--- src/rtl/pipe_hazard_ctrl_pkg.sv ---
// pipe_hazard_ctrl_pkg
//   Shared definitions for the pipeline hazard controller: register-id
//   width, FSM state encodings and the load-use compare helper.
//   No ports (package).
package pipe_hazard_ctrl_pkg;

  localparam int RegIdWidth = 5;

  // State encodings are kept as plain constants so legacy code that
  // compares raw state bits keeps working.
  localparam logic [1:0] PHC_RUN      = 2'd0;
  localparam logic [1:0] PHC_MEM_WAIT = 2'd1;
  localparam logic [1:0] PHC_REDIRECT = 2'd2;

  // True when the ID instruction reads a register that the load in EX is
  // about to write. x0 is never a real dependency.
  function automatic logic load_use_hit(
    input logic [RegIdWidth-1:0] rs1,
    input logic [RegIdWidth-1:0] rs2,
    input logic                  rs1_used,
    input logic                  rs2_used,
    input logic [RegIdWidth-1:0] rd,
    input logic                  wen,
    input logic                  is_load
  );
    return is_load && wen && (rd != '0) &&
           ((rs1_used && (rs1 == rd)) || (rs2_used && (rs2 == rd)));
  endfunction

endpackage

--- src/rtl/pipe_hazard_ctrl_perf_cnt.sv ---
// phc_perf_cnt
//   32-bit saturating event counter, cleared by synchronous reset.
//   Ports: clk, rst (sync, active-high), inc (count this cycle),
//          count (current value).
module phc_perf_cnt (
  input  logic        clk,
  input  logic        rst,
  input  logic        inc,
  output logic [31:0] count
);

  logic [31:0] count_q;
  logic [31:0] count_d;

  always_comb begin
    count_d = count_q;
    if (inc && (count_q != 32'hFFFF_FFFF)) begin
      count_d = count_q + 32'd1;
    end
  end

  always_ff @(posedge clk) begin
    if (rst) begin
      count_q <= '0;
    end else begin
      count_q <= count_d;
    end
  end

  assign count = count_q;

endmodule

--- src/rtl/pipe_hazard_ctrl.sv ---
// pipe_hazard_ctrl
//   Stall/flush sequencer for the 5-stage pipeline. Inserts a single bubble
//   on load-use hazards, freezes every stage while MEM waits on memory
//   (aborting with mem_err after MEM_TIMEOUT wait cycles) and squashes
//   wrong-path instructions for REDIRECT_BUBBLES cycles after a redirect.
//   Inputs : clk, rst (sync, active-high), ID source regs/uses, EX dest/
//            wen/is_load/redirect, MEM request/ack.
//   Outputs: pc/if_id/id_ex/ex_mem/mem_wb write enables, if_id_flush,
//            id_ex_flush, mem_err (one-cycle timeout pulse).
//   Optional: define STALL_PERF_EN to add the saturating 32-bit counters
//            perf_loaduse_cnt, perf_memwait_cnt and perf_redirect_cnt.
module pipe_hazard_ctrl
  import pipe_hazard_ctrl_pkg::*;
#(
  parameter int REDIRECT_BUBBLES = 2,
  parameter int MEM_TIMEOUT      = 255
) (
  input  logic                  clk,
  input  logic                  rst,
  input  logic [RegIdWidth-1:0] rs1_ID,
  input  logic [RegIdWidth-1:0] rs2_ID,
  input  logic                  rs1_used_ID,
  input  logic                  rs2_used_ID,
  input  logic [RegIdWidth-1:0] rd_EX,
  input  logic                  wen_EX,
  input  logic                  is_load_EX,
  input  logic                  redirect_EX,
  input  logic                  mem_req_MEM,
  input  logic                  mem_ack_MEM,
  output logic                  pc_wen,
  output logic                  if_id_wen,
  output logic                  if_id_flush,
  output logic                  id_ex_wen,
  output logic                  id_ex_flush,
  output logic                  ex_mem_wen,
  output logic                  mem_wb_wen,
  output logic                  mem_err
`ifdef STALL_PERF_EN
  ,
  output logic [31:0]           perf_loaduse_cnt,
  output logic [31:0]           perf_memwait_cnt,
  output logic [31:0]           perf_redirect_cnt
`endif
);

  localparam int WaitW = $clog2(MEM_TIMEOUT + 1);
  localparam int BubW  = $clog2(REDIRECT_BUBBLES + 1);
  localparam logic [WaitW-1:0] WaitMax   = WaitW'(MEM_TIMEOUT);
  localparam logic [BubW-1:0]  BubReload = BubW'(REDIRECT_BUBBLES - 1);

  logic [1:0]       state_q, state_d;
  logic             ret_redirect_q, ret_redirect_d;  // resume REDIRECT after MEM_WAIT
  logic [WaitW-1:0] wait_cnt_q, wait_cnt_d;
  logic [BubW-1:0]  bub_cnt_q, bub_cnt_d;

  logic mem_stall;
  logic load_use;
  logic loaduse_inc, memwait_inc, redirect_inc;

  assign mem_stall = mem_req_MEM && !mem_ack_MEM;
  assign load_use  = load_use_hit(rs1_ID, rs2_ID, rs1_used_ID, rs2_used_ID,
                                  rd_EX, wen_EX, is_load_EX);

  always_comb begin
    state_d        = state_q;
    ret_redirect_d = ret_redirect_q;
    wait_cnt_d     = wait_cnt_q;
    bub_cnt_d      = bub_cnt_q;
    pc_wen         = 1'b1;
    if_id_wen      = 1'b1;
    id_ex_wen      = 1'b1;
    ex_mem_wen     = 1'b1;
    mem_wb_wen     = 1'b1;
    if_id_flush    = 1'b0;
    id_ex_flush    = 1'b0;
    mem_err        = 1'b0;
    loaduse_inc    = 1'b0;
    memwait_inc    = 1'b0;
    redirect_inc   = 1'b0;

    if (rst) begin
      pc_wen         = 1'b0;
      if_id_wen      = 1'b0;
      id_ex_wen      = 1'b0;
      ex_mem_wen     = 1'b0;
      mem_wb_wen     = 1'b0;
      if_id_flush    = 1'b1;
      id_ex_flush    = 1'b1;
      state_d        = PHC_RUN;
      ret_redirect_d = 1'b0;
      wait_cnt_d     = '0;
      bub_cnt_d      = '0;
    end else begin
      case (state_q)
        PHC_MEM_WAIT: begin
          if (mem_ack_MEM) begin
            // Pipe advances on the ack cycle. If a redirect was frozen,
            // keep squashing IF_ID so no wrong-path fetch slips into ID;
            // the remaining bubble count resumes next cycle.
            state_d     = ret_redirect_q ? PHC_REDIRECT : PHC_RUN;
            if_id_flush = ret_redirect_q;
            wait_cnt_d  = '0;
          end else if (wait_cnt_q == WaitMax) begin
            // Abort: release the pipe, the core discards the MEM result.
            mem_err        = 1'b1;
            state_d        = PHC_RUN;
            ret_redirect_d = 1'b0;
            wait_cnt_d     = '0;
            bub_cnt_d      = '0;
          end else begin
            pc_wen      = 1'b0;
            if_id_wen   = 1'b0;
            id_ex_wen   = 1'b0;
            ex_mem_wen  = 1'b0;
            mem_wb_wen  = 1'b0;
            wait_cnt_d  = wait_cnt_q + 1'b1;
            memwait_inc = 1'b1;
          end
        end

        default: begin
          // RUN and REDIRECT; any unused encoding falls back to RUN.
          state_d = (state_q == PHC_REDIRECT) ? PHC_REDIRECT : PHC_RUN;
          if (mem_stall) begin
            pc_wen         = 1'b0;
            if_id_wen      = 1'b0;
            id_ex_wen      = 1'b0;
            ex_mem_wen     = 1'b0;
            mem_wb_wen     = 1'b0;
            state_d        = PHC_MEM_WAIT;
            ret_redirect_d = (state_q == PHC_REDIRECT);
            wait_cnt_d     = '0;
            memwait_inc    = 1'b1;
          end else if (redirect_EX) begin
            // New redirect (or restart while already redirecting).
            if_id_flush  = 1'b1;
            id_ex_flush  = 1'b1;
            redirect_inc = 1'b1;
            if (REDIRECT_BUBBLES > 1) begin
              state_d   = PHC_REDIRECT;
              bub_cnt_d = BubReload;
            end else begin
              state_d   = PHC_RUN;
              bub_cnt_d = '0;
            end
          end else if (state_q == PHC_REDIRECT) begin
            // ID holds a bubble here, so load-use cannot apply.
            if_id_flush  = 1'b1;
            redirect_inc = 1'b1;
            if (bub_cnt_q <= BubW'(1)) begin
              state_d   = PHC_RUN;
              bub_cnt_d = '0;
            end else begin
              bub_cnt_d = bub_cnt_q - 1'b1;
            end
          end else if (load_use) begin
            pc_wen      = 1'b0;
            if_id_wen   = 1'b0;
            id_ex_flush = 1'b1;
            loaduse_inc = 1'b1;
          end
        end
      endcase
    end
  end

  always_ff @(posedge clk) begin
    if (rst) begin
      state_q        <= PHC_RUN;
      ret_redirect_q <= 1'b0;
      wait_cnt_q     <= '0;
      bub_cnt_q      <= '0;
    end else begin
      state_q        <= state_d;
      ret_redirect_q <= ret_redirect_d;
      wait_cnt_q     <= wait_cnt_d;
      bub_cnt_q      <= bub_cnt_d;
    end
  end

`ifdef STALL_PERF_EN
  logic [2:0]  perf_inc;
  logic [31:0] perf_cnt [3];

  assign perf_inc = {redirect_inc, memwait_inc, loaduse_inc};

  for (genvar gi = 0; gi < 3; gi++) begin : g_perf
    phc_perf_cnt u_cnt (
      .clk   (clk),
      .rst   (rst),
      .inc   (perf_inc[gi]),
      .count (perf_cnt[gi])
    );
  end

  assign perf_loaduse_cnt  = perf_cnt[0];
  assign perf_memwait_cnt  = perf_cnt[1];
  assign perf_redirect_cnt = perf_cnt[2];
`else
  logic unused_perf;
  assign unused_perf = ^{loaduse_inc, memwait_inc, redirect_inc};
`endif

endmodule

--- config.mk ---
export PLATFORM = sky130hd
export DESIGN_NAME = pipe_hazard_ctrl
export DESIGN_NICKNAME = d
export VERILOG_FILES = /design/src/rtl/pipe_hazard_ctrl_pkg.sv /design/src/rtl/pipe_hazard_ctrl_perf_cnt.sv /design/src/rtl/pipe_hazard_ctrl.sv
export SDC_FILE = /design/constraint.sdc
export NUM_CORES = 1
export LEC_CHECK = 0
export ABC_AREA = 0
export BUFFER_PORTS_ARGS = -buffer_cell sky130_fd_sc_hd__buf_4
export CAP_MARGIN = 20
export CORE_UTILIZATION = 53
export DETAILED_ROUTE_END_ITERATION = 8
export PLACE_DENSITY = 0.84
export SYNTH_ARGS = -nofsm -noshare
export SYNTH_HDL_FRONTEND = slang
export SYNTH_SLANG_ARGS = --single-unit
export TNS_END_PERCENT = 10
--- constraint.sdc ---
create_clock -name clk -period 4.4 [get_ports clk]
set_clock_uncertainty 0.15 [all_clocks]
set_input_delay 0.44 -clock clk [delete_from_list [all_inputs] [get_ports clk]]
set_output_delay 0.44 -clock clk [all_outputs]
set_load 0.03 [all_outputs]
Word-level counts from Yosys, hierarchy flattened
Index checks and enable logic that the tools add are counted.
Word-level totals
  flip-flop bits (word level): 13
  input port bits: 24
  output and inout bits: 8
  word-level logic and storage cells: 78
Cells by class
  $add $sub $neg: 2
  $lt $le $gt $ge: 1
  equal/unequal tests: 9
  mux-type cells: 49
  reduce and logical (&&, ||, !) cells: 13
Operator list (number)
  8-bit two-way mux: 4
  1-bit two-way mux: 30
  2-bit two-way mux: 15
  5-bit equality test: 2
  8-bit by 1-bit adder with 8-bit output, second input constant: 1
  8-bit equality test, second input constant: 1
  1-bit logical AND: 6
  5-bit nonzero test: 1
  2-bit != test, second input constant: 2
  4-bit AND reduction: 1
  3-bit != test, second input constant: 1
  3-bit AND reduction: 1
  3-bit nonzero test: 1
  2-bit by 1-bit equality test with 1-bit output, second input constant: 1
  2-bit equality test, second input constant: 1
  2-bit by 1-bit <= comparator with 1-bit output, second input constant: 1
  2-bit by 1-bit != test with 1-bit output, second input constant: 1
  2-bit nonzero test: 1
  2-bit by 1-bit subtractor with 2-bit output, second input constant: 1
  1-bit zero test: 1
  1-bit logical OR: 1

Logic depth before layout (Yosys ltp)
Gate-level depths: netlist of run 1.
  depth after elaboration: 10
  depth in mapped cells: 7
  depth with buffers taken out: 5

Least setup slack after synthesis of run 1
OpenSTA, ideal clock, no wires.
  path kind: reg2out
  start: register wait_cnt_q[0]
  end: output port pc_wen
  arrival: 1.951 ns
  data required time: 3.810 ns
  setup slack: 1.859 ns
  stages on the path, launching flop included: 8
  buffers on the path: 2
  cell sequence: dfxtp_1 -> ha_1 -> and3_1 -> buf_2 -> and4_1 -> o31ai_1 -> a31oi_1 -> buf_4
On the way
  longest elaborated chain between the ends: 5
RTL lines
  start, declared: RTL line pipe_hazard_ctrl.sv:53  | logic [WaitW-1:0] wait_cnt_q, wait_cnt_d;
  start signal, assigned: RTL line pipe_hazard_ctrl.sv:176  | wait_cnt_q <= wait_cnt_d;
  8-bit equality test: RTL line pipe_hazard_ctrl.sv:103  | end else if (wait_cnt_q == WaitMax) begin
  1-bit two-way mux (4 in series)
  end, declared: RTL line pipe_hazard_ctrl.sv:30  | output logic pc_wen,
No other way between the ends.

Final worst setup path of run 1
  start: register state_q[0]
  end: output port pc_wen
On the way
  longest elaborated chain between the ends: 6
  elaborated cells on any way between the ends: 7
  classes of those cells: eq/ne: 2; mux: 5
RTL lines
  start, declared: RTL line pipe_hazard_ctrl.sv:51  | logic [1:0] state_q, state_d;
  start signal, assigned: RTL line pipe_hazard_ctrl.sv:174  | state_q <= state_d;
  2-bit equality test: RTL line pipe_hazard_ctrl.sv:146  | end else if (state_q == PHC_REDIRECT) begin
  1-bit two-way mux: RTL line pipe_hazard_ctrl.sv:146
  1-bit two-way mux: RTL line pipe_hazard_ctrl.sv:134  | end else if (redirect_EX) begin
  1-bit two-way mux: RTL line pipe_hazard_ctrl.sv:124  | if (mem_stall) begin
  1-bit two-way mux *: RTL line pipe_hazard_ctrl.sv:94  | case (state_q)
  1-bit two-way mux *: RTL line pipe_hazard_ctrl.sv:81  | if (rst) begin
Mark *: on every way between the ends. The rest lies on a longest branch, timed or not.

==> key figures, run 1 <==
Status
  • Status: finished clean

Synthesis
  • EDFF count, synth: 0
  • Dominant cell type by area after synthesis: dfxtp_1
  • Yosys warns: 0
  • Async SR Flop Fraction: 0
  • Synthesized flop and latch total: 13
  • Most used DFF post-synth: dfxtp_1
  • Distinct cells, synth: 39
  • Leading post-synthesis cells by cell area: dfxtp_1, xnor2_1, a2111oi_4, nand2_1, nor2_1
  • Register area share after synthesis: 0.274
  • Syn avg cell area: 8.13 um^2
  • Synthesized cell area: 951 um^2
  • Top post-synthesis cells by count: xnor2_1, dfxtp_1, nand2_1
  • Cells after Synth: 117
  • Count leader, synth: xnor2_1
  • Synth Net Count: 142
  • Yosys top cell area share: 0.274

CTS
  • Clock slew at reported path FFs: 0.09 ns
  • Post-CTS setup repair buffer count: 0
  • Worst-Skew Late Latency: 0.29 ns
  • Hold buffer count at cts: 0
  • Root buf cell: clkbuf_4
  • CTS tree: built
  • Post-cts resize count: 0
  • Clock sink count: 13
  • Clk buf depth: 2
  • H-Tree Depth: 1
  • Total clock buffers created by CTS: 3

Critical path
  • Worst setup EP type: primary output
  • Critical Path RT: 3.81 ns
  • Worst setup SP type: flop
  • CP Max Fanout: 10
  • Crit path arrival time: 2.08 ns
  • WS Path Type: flop to primary output

Floorplanning
  • Die area: 1970 um^2
  • Core Footprint: 1590 um^2
  • Initial Util: 0.597
  • Chip Height: 44.4 um
  • Die extent in x: 44.4 um
  • Row cnt: 14
  • Io pins: 32

Global route
  • Congestion Overflow GR: 0
  • Global-route wire length before repair: 3.75 mm
  • Vias in the first global route: 850
  • Largest net degree at the start of global routing: 12
  • Initial antenna violation count: 0
  • Total GRT Usage: 0.265

STA
  • Setup TNS: 0 ns
  • RSZ-0062 raised after global routing: no
  • Final setup viols: 0
  • Final hold vios: 0
  • Fin crit share: 0.607
  • Min cycle time layout: 2.67 ns
  • Worst-Margin Slew: 0.629 ns
  • Slew HR: 0.580
  • Fmax: 0.374 GHz
  • Max-slew violations: 0

Power and ir drop
  • Lkg Pwr: 0.463 nW
  • P per Cell Area: 234 nW/um^2
  • VDD IR max: 0.000167 V

Hold path
  • Worst Hold Class: input port to flop

Drt
  • Initial DRC Count: 24
  • Post-route DRC: 0
  • Drt wl/cell: 13.1 um
  • Drt via density: 5.57
  • Final ANT Viol Nets: 0
  • Vias: 935
  • DR pass1 iterations: 4
  • DRT Wirelength: 2.21 mm

Finish
  • P&R area growth vs syn: 24.9%
  • N_diodes: 0
  • Post-route cell area: 1190 um^2
  • Nets: 170
  • Fill count: 121
  • Share of post-route cells with drive strength above 1: 0.292

Place
  • Placement Cell Area: 1160 um^2
  • GP Congestion: 0.823
  • HPWL after DPL: 1.78 mm
  • IO Port Bufs: 31

Job
  • Max Cap Viol: 0
-- logic make-up after synthesis --
kind of cell / synth area share
and+or+nand+nor: 0.253
AOI/OAI and AO/OA: 0.242
xor gates and xnor gates: 0.147
DFF: 0.274
buffers and inverters: 0.0710
adders and majority gates: 0.0132
-- per-layer routing --
metal	vias up	GRT usage	share of wire
met4	0	0.109	0.018
met2	17	0.424	0.51
met1	447	0.322	0.43
li1	466	-	-
met5	-	0	0
met3	5	0.0980	0.038
-- critical path: stages, from the launching register on --
cell and delay, ns:
dfxtp_1 0.40, nor2b_1 0.55, and4_1 0.34, o31ai_1 0.10, a31oi_1 0.20, buf_4 0.20
-- flip-flops by register name, summed over array words and instances, names as in the netlist --
| name | cells |
|---|---|
| bub_cnt_q | 2 |
| ret_redirect_q | 1 |
| state_q | 2 |
| wait_cnt_q | 8 |
-- path summary, 6_finish.rpt --
| kind | start | end | slack [ns] | cells after the start |
|---|---|---|---|---|
| worst max-delay path | state_q[0] | pc_wen | 1.73 | 5 |
| worst min-delay path | rst | ret_redirect_q | 0.23 | 2 |
| worst min register to register | bub_cnt_q[1] | bub_cnt_q[1] | 0.32 | 2 |
| worst max register to register | state_q[0] | wait_cnt_q[3] | 2.44 | 4 |
-- per-stage QoR --
stage / instances / total power [W] / util / setup WS (ns) / hold WS, ns
2_1_floorplan: 117 / 0.000174 / - / 1.86 / 0.276
4_1_cts: 168 / 0.000279 / 0.745 / 1.73 / 0.227
5_1_grt: 168 / 0.000290 / 0.745 / 1.52 / 0.225
3_5_place_dp: 164 / 0.000203 / 0.728 / 2.06 / 0.313
3_3_place_gp: 164 / 0.000202 / 0.728 / 2.12 / 0.295
6_report: 168 / 0.000278 / 0.745 / 1.73 / 0.234
-- power by group --
part / total (W) / leakage [nW] / internal (W) / switching, W
clock network: 0.0000776 / 0.0150 / 0.0000353 / 0.0000423
registers: 0.000123 / 0.105 / 0.000120 / 0.00000297
logic: 0.0000771 / 0.343 / 0.0000363 / 0.0000407
-- area by class of cell --
cell class                 instances  area [um^2]  area share
multi-input combinational         92          623       0.525
inverter                           4         15.0      0.0126
clock buffer                       4         26.3      0.0221
tap                               24         30.0      0.0253
sequential                        13          260       0.219
timing repair buffer              31          233       0.196
-- layout by cell type (no fill, tap or decap), types with 3 or more instances in the layout --
cell      netlist  routed
a21oi_1         5       5
a22oi_1         4       4
a31oi_1         3       3
buf_4           3      31
clkbuf_4        0       3
dfxtp_1        13      13
inv_1           4       4
nand2_1        13      13
nor2_1         12      12
nor4_1          3       3
xnor2_1        14      14
Power figures use the tool's default switching activity.
==> run 2: changes to the inputs <==
ABC_AREA = 1   (was 0)
CORE_UTILIZATION = 45   (was 53)
PLACE_DENSITY = 0.76   (was 0.84)
clock period = 2.2 ns   (was 4.4 ns; I/O delays follow)
==> key figures, run 2 <==
Status
  • Status: finished clean

Critical path
  • Worst setup SP type: flop
  • Worst setup EP type: primary output
  • RR Startpoint: wait_cnt_q[0]
  • CP max stage cell: dfxtp_1
  • Critical Path RT: 1.83 ns (-1.98 ns)
  • CP Max Fanout: 4 (-6)
  • CP Launch Point: wait_cnt_q[0]
  • WS Path Type: flop to primary output
  • Crit path arrival time: 1.67 ns (-0.41 ns)
  • CP most frequent cell: nand2_1
  • Crit path cell chain: ha_1, and3_1, nand2_2, nand3_2, nand2_1, nor2_2, nand2_1, inv_1, buf_4
  • CP peak stage delay: 0.38 ns (-0.17 ns)

Finish
  • Commonest non-fill, non-tap cells in the layout: nand2_1, buf_4, inv_1, nor2_1, dfxtp_1
  • Share of post-route cells with drive strength above 1: 0.284 (-0.00740)
  • Most common cell after layout, fill and taps aside: nand2_1
  • Nets: 223 (+31%)
  • P&R area growth vs syn: 26.5%
  • Reg with most FFs: wait_cnt_q
  • Largest regs: wait_cnt_q x8, bub_cnt_q x2, state_q x2
  • N_diodes: 0 (unchanged)
  • Max reg flops: 8 (unchanged)

CTS
  • Total clock buffers created by CTS: 3 (unchanged)
  • Clock sink count: 13 (unchanged)
  • Hold buffer count at cts: 0 (unchanged)
  • Post-cts resize count: 0 (unchanged)
  • Clock slew at reported path FFs: 0.08 ns (about the same)
  • CTS tree: built
  • H-Tree Depth: 1 (unchanged)
  • Post-CTS setup repair buffer count: 0 (unchanged)
  • Clk buf depth: 2 (unchanged)
  • Root buf cell: clkbuf_4
  • Worst-Skew Late Latency: 0.28 ns (about the same)

Synthesis
  • Yosys warns: 0 (unchanged)
  • Synthesized cell area: 1010 um^2 (+5.9%)
  • Leading post-synthesis cells by cell area: dfxtp_1, nand2_1, inv_1, nor2_1, nand3_1
  • Dominant cell type by area after synthesis: dfxtp_1
  • Top post-synthesis cells by count: nand2_1, inv_1, nor2_1
  • Yosys top cell area share: 0.258 (-0.0153)
  • Register area share after synthesis: 0.258 (-0.0153)
  • Async SR Flop Fraction: 0 (unchanged)
  • Most used DFF post-synth: dfxtp_1
  • Cells after Synth: 166 (+42%)
  • EDFF count, synth: 0 (unchanged)
  • Distinct cells, synth: 30 (-23%)
  • Syn avg cell area: 6.07 um^2 (-25%)
  • Synthesized flop and latch total: 13 (unchanged)
  • Synth Net Count: 191 (+35%)
  • Count leader, synth: nand2_1

Floorplanning
  • Core Footprint: 2040 um^2 (+28%)
  • Chip Height: 49.3 um (+11%)
  • Row cnt: 16 (+2)
  • Die area: 2430 um^2 (+24%)
  • Die extent in x: 49.3 um (+11%)
  • Initial Util: 0.493 (-0.103)
  • Io pins: 32 (unchanged)

Power and ir drop
  • P per Cell Area: 447 nW/um^2 (+91%)
  • VDD IR max: 0.000385 V (+130%)
  • Lkg Pwr: 0.669 nW (+44%)

Global route
  • Global-route wire length before repair: 4.04 mm (+7.5%)
  • Congestion Overflow GR: 0 (unchanged)
  • Vias in the first global route: 995 (+17%)
  • Largest net degree at the start of global routing: 10 (-2)
  • Initial antenna violation count: 0 (unchanged)
  • Total GRT Usage: 0.211 (-0.0544)

Place
  • HPWL after DPL: 1.89 mm (+6.5%)
  • GP Congestion: 0.838 (+1.9%)
  • Place WS: 0.458 ns (-1.60 ns)
  • IO Port Bufs: 31 (unchanged)

STA
  • Max-slew violations: 0 (unchanged)
  • Final hold vios: 0 (unchanged)
  • Final setup viols: 0 (unchanged)
  • RSZ-0062 raised after global routing: no
  • Setup TNS: 0 ns (unchanged)
  • Setup slack after layout: 0.156 ns (-1.57 ns)
  • Fmax: 0.489 GHz
  • Slew HR: 0.833 (+0.253)
  • Min cycle time layout: 2.04 ns
  • Fin crit share: 0.929
  • Worst-Margin Slew: 0.248 ns (-0.381 ns)

Hold path
  • Worst Hold Class: input port to flop
  • Hold Startpoint: rst

Drt
  • Drt wl/cell: 10.2 um (-22%)
  • Post-route DRC: 0 (unchanged)
  • DR pass1 iterations: 4 (unchanged)
  • Initial DRC Count: 28 (+17%)
  • DRT Wirelength: 2.28 mm (+3.4%)
  • Vias: 1079 (+15%)
  • Final ANT Viol Nets: 0 (unchanged)
  • Drt via density: 4.82 (-13%)

Job
  • Max Cap Viol: 0 (unchanged)
run 2: changes by cell type after synthesis, moves of 3 or more:
cell	previous run	this run
nand2_4	0	4
inv_1	4	21
nand2_2	0	4
a22oi_1	4	0
a31oi_1	3	0
inv_2	0	3
nand3_1	2	10
nor2_1	12	19
xnor2_1	14	1
a21oi_1	5	9
nand2_1	13	57
run 2: final cells by class:
class,instances,area (um^2)
Multi-Input combinational cell,124,618
Tap cell,27,33.8
Sequential cell,13,260
Inverter,25,101
Clock inverter,1,5.00
Clock buffer,3,22.5
Fill cell,216,768
Timing Repair Buffer,31,233
run 2: final timing paths:
kind | cells after the start | endpoint | slack, ns
worst max-delay path | 9 | if_id_wen | 0.16
worst min-delay path | 2 | state_q[1] | 0.01
worst max register to register | 7 | wait_cnt_q[7] | 0.73
worst min register to register | 2 | bub_cnt_q[0] | 0.34
run 2: cells by family (layout without fill, tap and decap cells):
| family | count (synthesis) | after routing | synth area share |
|---|---|---|---|
| AO/OA/AOI/OAI | 13 | 13 | 0.0745 |
| adder cells (fa/ha/maj) | 1 | 1 | 0.0124 |
| buffers and inverters | 29 | 60 | 0.128 |
| flip-flops | 13 | 13 | 0.258 |
| XOR/XNOR | 2 | 2 | 0.0174 |
| AND/OR/NAND/NOR | 108 | 108 | 0.509 |
run 2: per-layer routing:
metal  vias to the layer above  wire, um  global-route usage
li1                        575         -                   -
met1                       477      1070               0.242
met2                        25      1080               0.388
met3                         2       114              0.0530
met4                         0        18              0.0441
met5                         -         0                   0
run 2: metrics by stage:
| step | power [W] | hold WS, ns | cell area, um^2 | utilization | instances |
|---|---|---|---|---|---|
| finish | 0.000570 | 0.0122 | 1270 | 0.624 | 224 |
| CTS | 0.000579 | 0.00327 | 1270 | 0.624 | 224 |
| global placement | 0.000419 | 0.308 | 1250 | 0.610 | 220 |
| floorplan | 0.000361 | 0.269 | 1010 | - | 166 |
| global route | 0.000608 | 0.0105 | 1270 | 0.624 | 224 |
| detailed placement | 0.000424 | 0.311 | 1250 | 0.610 | 220 |
run 2: power by group:
| part | switching (W) | internal [W] |
|---|---|---|
| Clock | 0.0000846 | 0.0000675 |
| Combinational | 0.000101 | 0.0000715 |
| Sequential | 0.00000419 | 0.000241 |
run 2: worst max-delay path: cells and delay by family (launching register included):
| family | cells | cell delay (ns) |
|---|---|---|
| and+or+nand+nor | 6 | 0.59 |
| DFF | 1 | 0.38 |
| buffers and inverters | 2 | 0.22 |
| adders and majority gates | 1 | 0.20 |
